[config.mk]
export PLATFORM = sky130hd
export DESIGN_NAME = run_controller
export DESIGN_NICKNAME = d
export VERILOG_FILES = /design/src/rtl/run_controller.sv
export SDC_FILE = /design/constraint.sdc
export NUM_CORES = 1
export LEC_CHECK = 0
export ABC_CLOCK_PERIOD_IN_PS = 3100
export CORE_MARGIN = 10
export CORE_UTILIZATION = 40
export CTS_BUF_LIST = sky130_fd_sc_hd__clkbuf_2 sky130_fd_sc_hd__clkbuf_4 sky130_fd_sc_hd__clkbuf_8
export CTS_CLUSTER_SIZE = 8
export DETAILED_ROUTE_END_ITERATION = 8
export PLACE_DENSITY = 0.84
export SLEW_MARGIN = 20
export SYNTH_ARGS = -nofsm -noshare
export SYNTH_HDL_FRONTEND = slang
export SYNTH_SLANG_ARGS = --single-unit
[constraint.sdc]
create_clock -name clk -period 3.1 [get_ports clk]
set_clock_uncertainty 0.1 [all_clocks]
set_input_delay 0.62 -clock clk [delete_from_list [all_inputs] [get_ports clk]]
set_output_delay 0.62 -clock clk [all_outputs]
set_load 0.03 [all_outputs]
[src/rtl/run_controller.sv]
// Run/halt/single-step controller for a CPU core with a debounced step button.
// Optional breakpoint logic is compiled in when RUN_CTRL_BREAKPOINT_EN is defined.
module run_controller #(
    parameter int DEBOUNCE_CYCLES = 16,
    parameter int CNT_W           = 32
) (
    input  logic             clk,
    input  logic             rst,
    input  logic             step_btn,
    input  logic             run_sw,
    input  logic [31:0]      pc,
    input  logic [31:0]      bp_addr,
    input  logic             bp_valid,
    output logic             cpu_en,
    output logic             halted,
    output logic [1:0]       state,
    output logic [CNT_W-1:0] instr_count
);

    localparam int DB_W = $clog2(DEBOUNCE_CYCLES + 1);

    typedef enum logic [1:0] {
        ST_HALT  = 2'b00,
        ST_STEP  = 2'b01,
        ST_RUN   = 2'b10,
        ST_BREAK = 2'b11
    } state_e;

    state_e            state_q, state_d;
    logic              sync1_q, sync1_d;
    logic              sync2_q, sync2_d;
    logic [DB_W-1:0]   db_cnt_q, db_cnt_d;
    logic              db_level_q, db_level_d;
    logic              step_pulse_q, step_pulse_d;
    logic [CNT_W-1:0]  count_q, count_d;
    logic              bp_hit_s;
    logic              cpu_en_s;

`ifdef RUN_CTRL_BREAKPOINT_EN
    assign bp_hit_s = bp_valid && (pc == bp_addr) && (state_q == ST_RUN);
`else
    logic unused_bp_s;
    assign unused_bp_s = ^{pc, bp_addr, bp_valid};
    assign bp_hit_s    = 1'b0;
`endif

    // A breakpointed instruction is held off in the hit cycle itself.
    assign cpu_en_s = (state_q == ST_STEP) || ((state_q == ST_RUN) && !bp_hit_s);

    // Synchronizer, debounce counter and rising-edge pulse of the debounced level.
    always_comb begin
        sync1_d      = step_btn;
        sync2_d      = sync1_q;
        db_cnt_d     = db_cnt_q;
        db_level_d   = db_level_q;
        step_pulse_d = 1'b0;
        if (sync2_q == db_level_q) begin
            db_cnt_d = '0;
        end else if (db_cnt_q == DB_W'(DEBOUNCE_CYCLES - 1)) begin
            db_cnt_d     = '0;
            db_level_d   = sync2_q;
            step_pulse_d = sync2_q;
        end else begin
            db_cnt_d = db_cnt_q + DB_W'(1);
        end
    end

    // Next-state logic; a step pulse seen in STEP or RUN is simply dropped.
    always_comb begin
        state_d = state_q;
        case (state_q)
            ST_HALT: begin
                if (run_sw) begin
                    state_d = ST_RUN;
                end else if (step_pulse_q) begin
                    state_d = ST_STEP;
                end else begin
                    state_d = ST_HALT;
                end
            end
            ST_STEP: begin
                if (run_sw) begin
                    state_d = ST_RUN;
                end else begin
                    state_d = ST_HALT;
                end
            end
            ST_RUN: begin
                if (!run_sw) begin
                    state_d = ST_HALT;
                end else if (bp_hit_s) begin
                    state_d = ST_BREAK;
                end else begin
                    state_d = ST_RUN;
                end
            end
            ST_BREAK: begin
                if (step_pulse_q) begin
                    state_d = ST_STEP;
                end else if (!run_sw) begin
                    state_d = ST_HALT;
                end else begin
                    state_d = ST_BREAK;
                end
            end
            default: state_d = ST_HALT;
        endcase
    end

    // Executed-instruction counter, wrapping naturally at CNT_W bits.
    always_comb begin
        if (cpu_en_s) begin
            count_d = count_q + CNT_W'(1);
        end else begin
            count_d = count_q;
        end
    end

    // State register with synchronous reset.
    always_ff @(posedge clk) begin
        if (rst) begin
            state_q      <= ST_HALT;
            sync1_q      <= 1'b0;
            sync2_q      <= 1'b0;
            db_cnt_q     <= '0;
            db_level_q   <= 1'b0;
            step_pulse_q <= 1'b0;
            count_q      <= '0;
        end else begin
            state_q      <= state_d;
            sync1_q      <= sync1_d;
            sync2_q      <= sync2_d;
            db_cnt_q     <= db_cnt_d;
            db_level_q   <= db_level_d;
            step_pulse_q <= step_pulse_d;
            count_q      <= count_d;
        end
    end

    assign cpu_en      = cpu_en_s;
    assign halted      = !cpu_en_s && (state_q != ST_STEP);
    assign state       = state_q;
    assign instr_count = count_q;

endmodule

Word-level counts from Yosys, hierarchy flattened

Index checks and enable logic that the tools add are counted.

ROM bits: 0
Memories: 0
Latch bits: 0
Logic and storage cells: 31
Bits of input ports: 69
Flip-flop bits (word level): 43
RAM bits: 0

Shifts and indexed selects: 0
Bitwise logic cells: 2
Reductions and logical operators: 8
Equality and inequality tests: 6
Multipliers: 0
Mux-type cells: 6
Divide/modulo/power cells: 0
$lt $le $gt $ge: 0
$add $sub $neg: 2

Operators by type and width:

| operator                                              | number |
|---|---|
| adder 32 x 1 -> 32 bit, second input constant         | 1 |
| two-way mux 2 bit                                     | 4 |
| case mux 2 bit (3 select lines)                       | 1 |
| OR reduction 3 bit                                    | 2 |
| adder 5 x 1 -> 5 bit, second input constant           | 1 |
| equality test 5 x 4 -> 1 bit, second input constant   | 1 |
| equality test 2 bit, second input constant            | 2 |
| equality test 2 x 1 -> 1 bit, second input constant   | 1 |
| zero test 2 bit                                       | 1 |
| inequality test 2 x 1 -> 1 bit, second input constant | 1 |
| inverter 1 bit                                        | 2 |
| AND reduction 2 bit                                   | 1 |
| OR reduction 2 bit                                    | 1 |
| equality test 1 bit                                   | 1 |
| logical AND 1 bit                                     | 1 |
| zero test 1 bit                                       | 1 |
| logical OR 1 bit                                      | 1 |
| two-way mux 1 bit                                     | 1 |

Logic depth before layout (Yosys ltp)

Gate-level depths: netlist of run 1.

Depth in word-level cells: 4
Mapped depth: 9

Least setup slack after synthesis of run 1

No wires, ideal clock.

Path kind: reg-to-reg
Start: register state_q[0] (netlist: state[0])
End: register count_q[31] (netlist: instr_count[31])
Cell stages (with the launch flop): 10
Data arrival time: 2,770 ps
Clock period less this slack: 2,993 ps
Required time: 2,877 ps
Buffers on the path: 3
Path slack: 107 ps
Path through: dfxtp_1 inv_1 ha_1 buf_4 nand4_4 or4_1 clkbuf_2 buf_6 nor4_2 mux2_1

Cells in the longest elaborated chain, start to end: 2
Elaborated cells on any way between the ends: 3
Those cells by class: 2 x eq/ne; 1 x reduce/logical

RTL lines:

| what                                                                | line | text |
|---|---|---|
| from (decl)                                                         | 29   | `state_e state_q, state_d;` |
| from (signal assigned)                                              | 130  | `state_q <= state_d;` |
| equality test 2 x 1 -> 1 bit or equality test 2 bit (tied branches) | 48   | `assign cpu_en_s = (state_q == ST_STEP) \|\| ((state_q == ST_RUN) && !bp_hit_s);` |
| logical OR 1 bit *                                                  | 48   |  |
| via cpu_en                                                          | 14   | `output logic cpu_en,` |
| to (signal assigned)                                                | 136  | `count_q <= count_d;` |
| to (decl)                                                           | 35   | `logic [CNT_W-1:0] count_q, count_d;` |

Mark *: on every way through the listed nets, which the timed path passes. The rest lies on a longest branch.
A chain may end at the register's enable or synchronous reset.

Worst setup path in the final report of run 1

Start: register state_q[0] (netlist: state[0])
End: output port halted

Cells in the longest elaborated chain, start to end: 4
Elaborated cells on any way between the ends: 6
Those cells by class: 3 x eq/ne; 3 x reduce/logical

RTL lines:

| what                                                                | line | text |
|---|---|---|
| equality test 2 x 1 -> 1 bit or equality test 2 bit (tied branches) | 48   |  |
| logical OR 1 bit                                                    | 48   |  |
| zero test 1 bit                                                     | 141  | `assign halted = !cpu_en_s && (state_q != ST_STEP);` |
| logical AND 1 bit *                                                 | 141  |  |
| to (decl)                                                           | 15   | `output logic halted,` |

Every way passes the cells marked *; elsewhere a longest branch is shown, timed or not.

==> run metrics, run 1 <==
HP Start=sync1_q$_SDFF_PP0_; Antenna Cells=0; post-DR vias/cell=5.34; IO Pins=105; HPWL Detailed=3.19 mm; # hold bufs at CTS=0; Leakage=0.769 nW; max cap viols=0; share of the synthesized area in the top cell type=44.3%; post-route minimum period=2720 ps; die area=8050 um2; met3 usage=4.78%; grt total ovfl=0; crit path from=state[0]$_SDFF_PP0_; final core utilization=53.3%; post-synthesis cell count=218; chip height=89.7 um; Max H-tree Level=2; Rows=25; critical path's slowest cell=clkdlybuf4s50_1; Final Hold Viols=0; most common cell in the synthesized netlist=dfxtp_1; CTS tree=built; hold depth=1; mean area per synthesized cell=8.91 um2; routed via count=1725; cell mode on critical path=inv_1; largest area contributor in the netlist=dfxtp_1; Final ANT Viol Nets=0; Pre-antenna DRT Iters=4; asr flop ratio synth=0%; met2 Use GR=20.9%; clock sinks=43; CP Cell Sequence=inv_1 > ha_1 > buf_4 > inv_1 > clkdlybuf4s50_1; Top delay family on crit path=buffers and inverters; CTS root buf=clkbuf_8; CP Buf/Inv Count=4; Die W=89.7 um; postcts setup bufs=0; Clk Latency, worst-skew pair=310 ps; overall global routing resource usage=12.2%; Mapped Area=1940 um2; Core Area=4720 um2; Hold Path Class=reg2reg; crit path max fanout=9; Worst setup EP type=primary output; Layout area overhead=29.6%; TNS Setup=0 ps; GP Congestion=0.772; first-pass GRT wire length=7.85 mm; max_slew headroom=65.4%; maximum vdd drop=0.422 mV; Seq/Total Area, Yosys=44.3%; critical path type=reg2out; Power Density=465 nW/um2; PortBufs=39; Req. time, crit path=2380 ps; initial antenna violation count=0; Worst Tran Pin Value=519 ps; CP arrival=2000 ps; Power, Total=1.17 mW; met1 GRT Util=13.0%; outcome=finished clean; YS warnings=0; GRT busiest layer=met2; DRT iter0 DRCs=99; nets=329; crit-path max cell delay=660 ps; most frequent cells after synthesis=dfxtp_1 (43), nor2_1 (22), a21oi_1 (17); Post-synth EDFFs=0; final max-slew violation count=0; post-synth cell types=36; r2r worst-path depth=6; reg2reg start=state[0]$_SDFF_PP0_; drt drc=0; Final Setup Violations=0; average wire per standard cell=14.3 um; number of global-route vias before repair=1755; Net Count, Synth=292; synth top area cells=dfxtp_1 (44%), xnor2_1 (5.4%), or4_1 (5.0%), a21oi_1 (4.4%), nor2_1 (4.2%); fmax=367 MHz; Startpoint Class=flip-flop; top_reg_cell synth=dfxtp_1; largest net degree at the start of global routing=25; Reg clk slew, reported paths=80 ps; final wirelength=4.61 mm; Seq cells post-synth=43; Initial Utilization=41.1%; clock tree buffer depth=2; post-cts resize count=0; share of layout cells above drive strength 1=5.47%; RSZ-0062 raised after global routing=false; Crit path depth=5; Tcrit/Tclk final=87.8%; Inserted Clock Buffers=5
-- area by class of cell --
class | instances | area [um2]
fill | 449 | 2210
multi-input combinational | 154 | 990
sequential | 43 | 861
timing repair buffer | 42 | 413
tap | 67 | 83.8
clock buffer | 6 | 76.3
clock inverter | 2 | 60.1
inverter | 9 | 33.8
-- cell usage in the layout, fill, tap and decap left out, types with 2 or more instances in the layout --
cell / netlist / layout
dfxtp_1: 43 / 43
clkdlybuf4s50_1: 0 / 39
nor2_1: 22 / 22
a21oi_1: 17 / 17
or4_1: 13 / 13
xnor2_1: 12 / 12
nand4_1: 11 / 11
o31ai_1: 11 / 11
nand2_1: 10 / 10
inv_1: 9 / 9
nand3_1: 9 / 9
or3_1: 8 / 8
o21ai_0: 5 / 5
nor3_1: 5 / 5
ha_1: 5 / 5
clkbuf_8: 0 / 5
xor2_1: 4 / 4
nor4_1: 4 / 4
nor2b_1: 3 / 3
buf_4: 1 / 3
mux2i_1: 2 / 2
a211oi_1: 2 / 2
bufinv_16: 0 / 2
-- flip-flops by register name, summed over array words and instances (netlist names) --
name	cells
db_level_q	1
state	2
instr_count	32
sync2_q	1
db_cnt_q	5
step_pulse_q	1
sync1_q	1
-- routing by layer --
metal	wire length (um)	vias up
met5	0	-
met4	82	0
met3	367	8
met2	2200	47
met1	1960	805
li1	-	865
-- cells by family (layout without fill, tap and decap cells) --
logic type,after synthesis,after routing,share of synthesized area (%)
simple gates,93,93,27.4
buf+inv,21,59,4.76
flops,43,43,44.3
mux,3,3,1.61
compound gates,37,37,11.5
xor+xnor,16,16,7.21
fa+ha+maj,5,5,3.22
-- path summary, 6_finish.rpt --
kind                                  endpoint  slack (ps)
setup / recovery                        halted         380
hold / removal              sync2_q$_SDFF_PP0_         340
setup reg to reg  instr_count[31]$_SDFFE_PP0N_         410
hold reg to reg             sync2_q$_SDFF_PP0_         340
-- where the power goes --
| part | switching, mW | internal, mW |
|---|---|---|
| clock | 0.198 | 0.331 |
| sequential | 0.00793 | 0.559 |
| combinational | 0.0438 | 0.0317 |
-- worst reg2reg max path, delay by kind of cell, from the launching register on --
| family | cells | cell delay, ps |
|---|---|---|
| and+or+nand+nor | 3 | 1350 |
| DFF | 1 | 360 |
| adders and majority gates | 1 | 360 |
| muxes | 1 | 340 |
| buffers and inverters | 1 | 60 |
-- per-stage QoR --
step | hold slack [ps] | instance area (um2) | instances | setup WS (ps)
floorplan | 314 | 1940 | 218 | 107
CTS | 346 | 2520 | 323 | 371
finish | 340 | 2520 | 323 | 377
global placement | 322 | 2380 | 315 | 480
global route | 365 | 2520 | 323 | 308
detailed placement | 327 | 2380 | 315 | 420
Note: power is estimated with default switching activity, not from simulation.
==> run 2: changes to the inputs <==
--- a/config.mk
+++ b/config.mk
@@ -6,6 +6,7 @@
 export NUM_CORES = 1
 export LEC_CHECK = 0
 export ABC_CLOCK_PERIOD_IN_PS = 3100
+export CAP_MARGIN = 40
 export CORE_MARGIN = 10
 export CORE_UTILIZATION = 40
 export CTS_BUF_LIST = sky130_fd_sc_hd__clkbuf_2 sky130_fd_sc_hd__clkbuf_4 sky130_fd_sc_hd__clkbuf_8
==> results of run 2 <==
No change in the layout: final DEF, timing and power equal those of run 1.
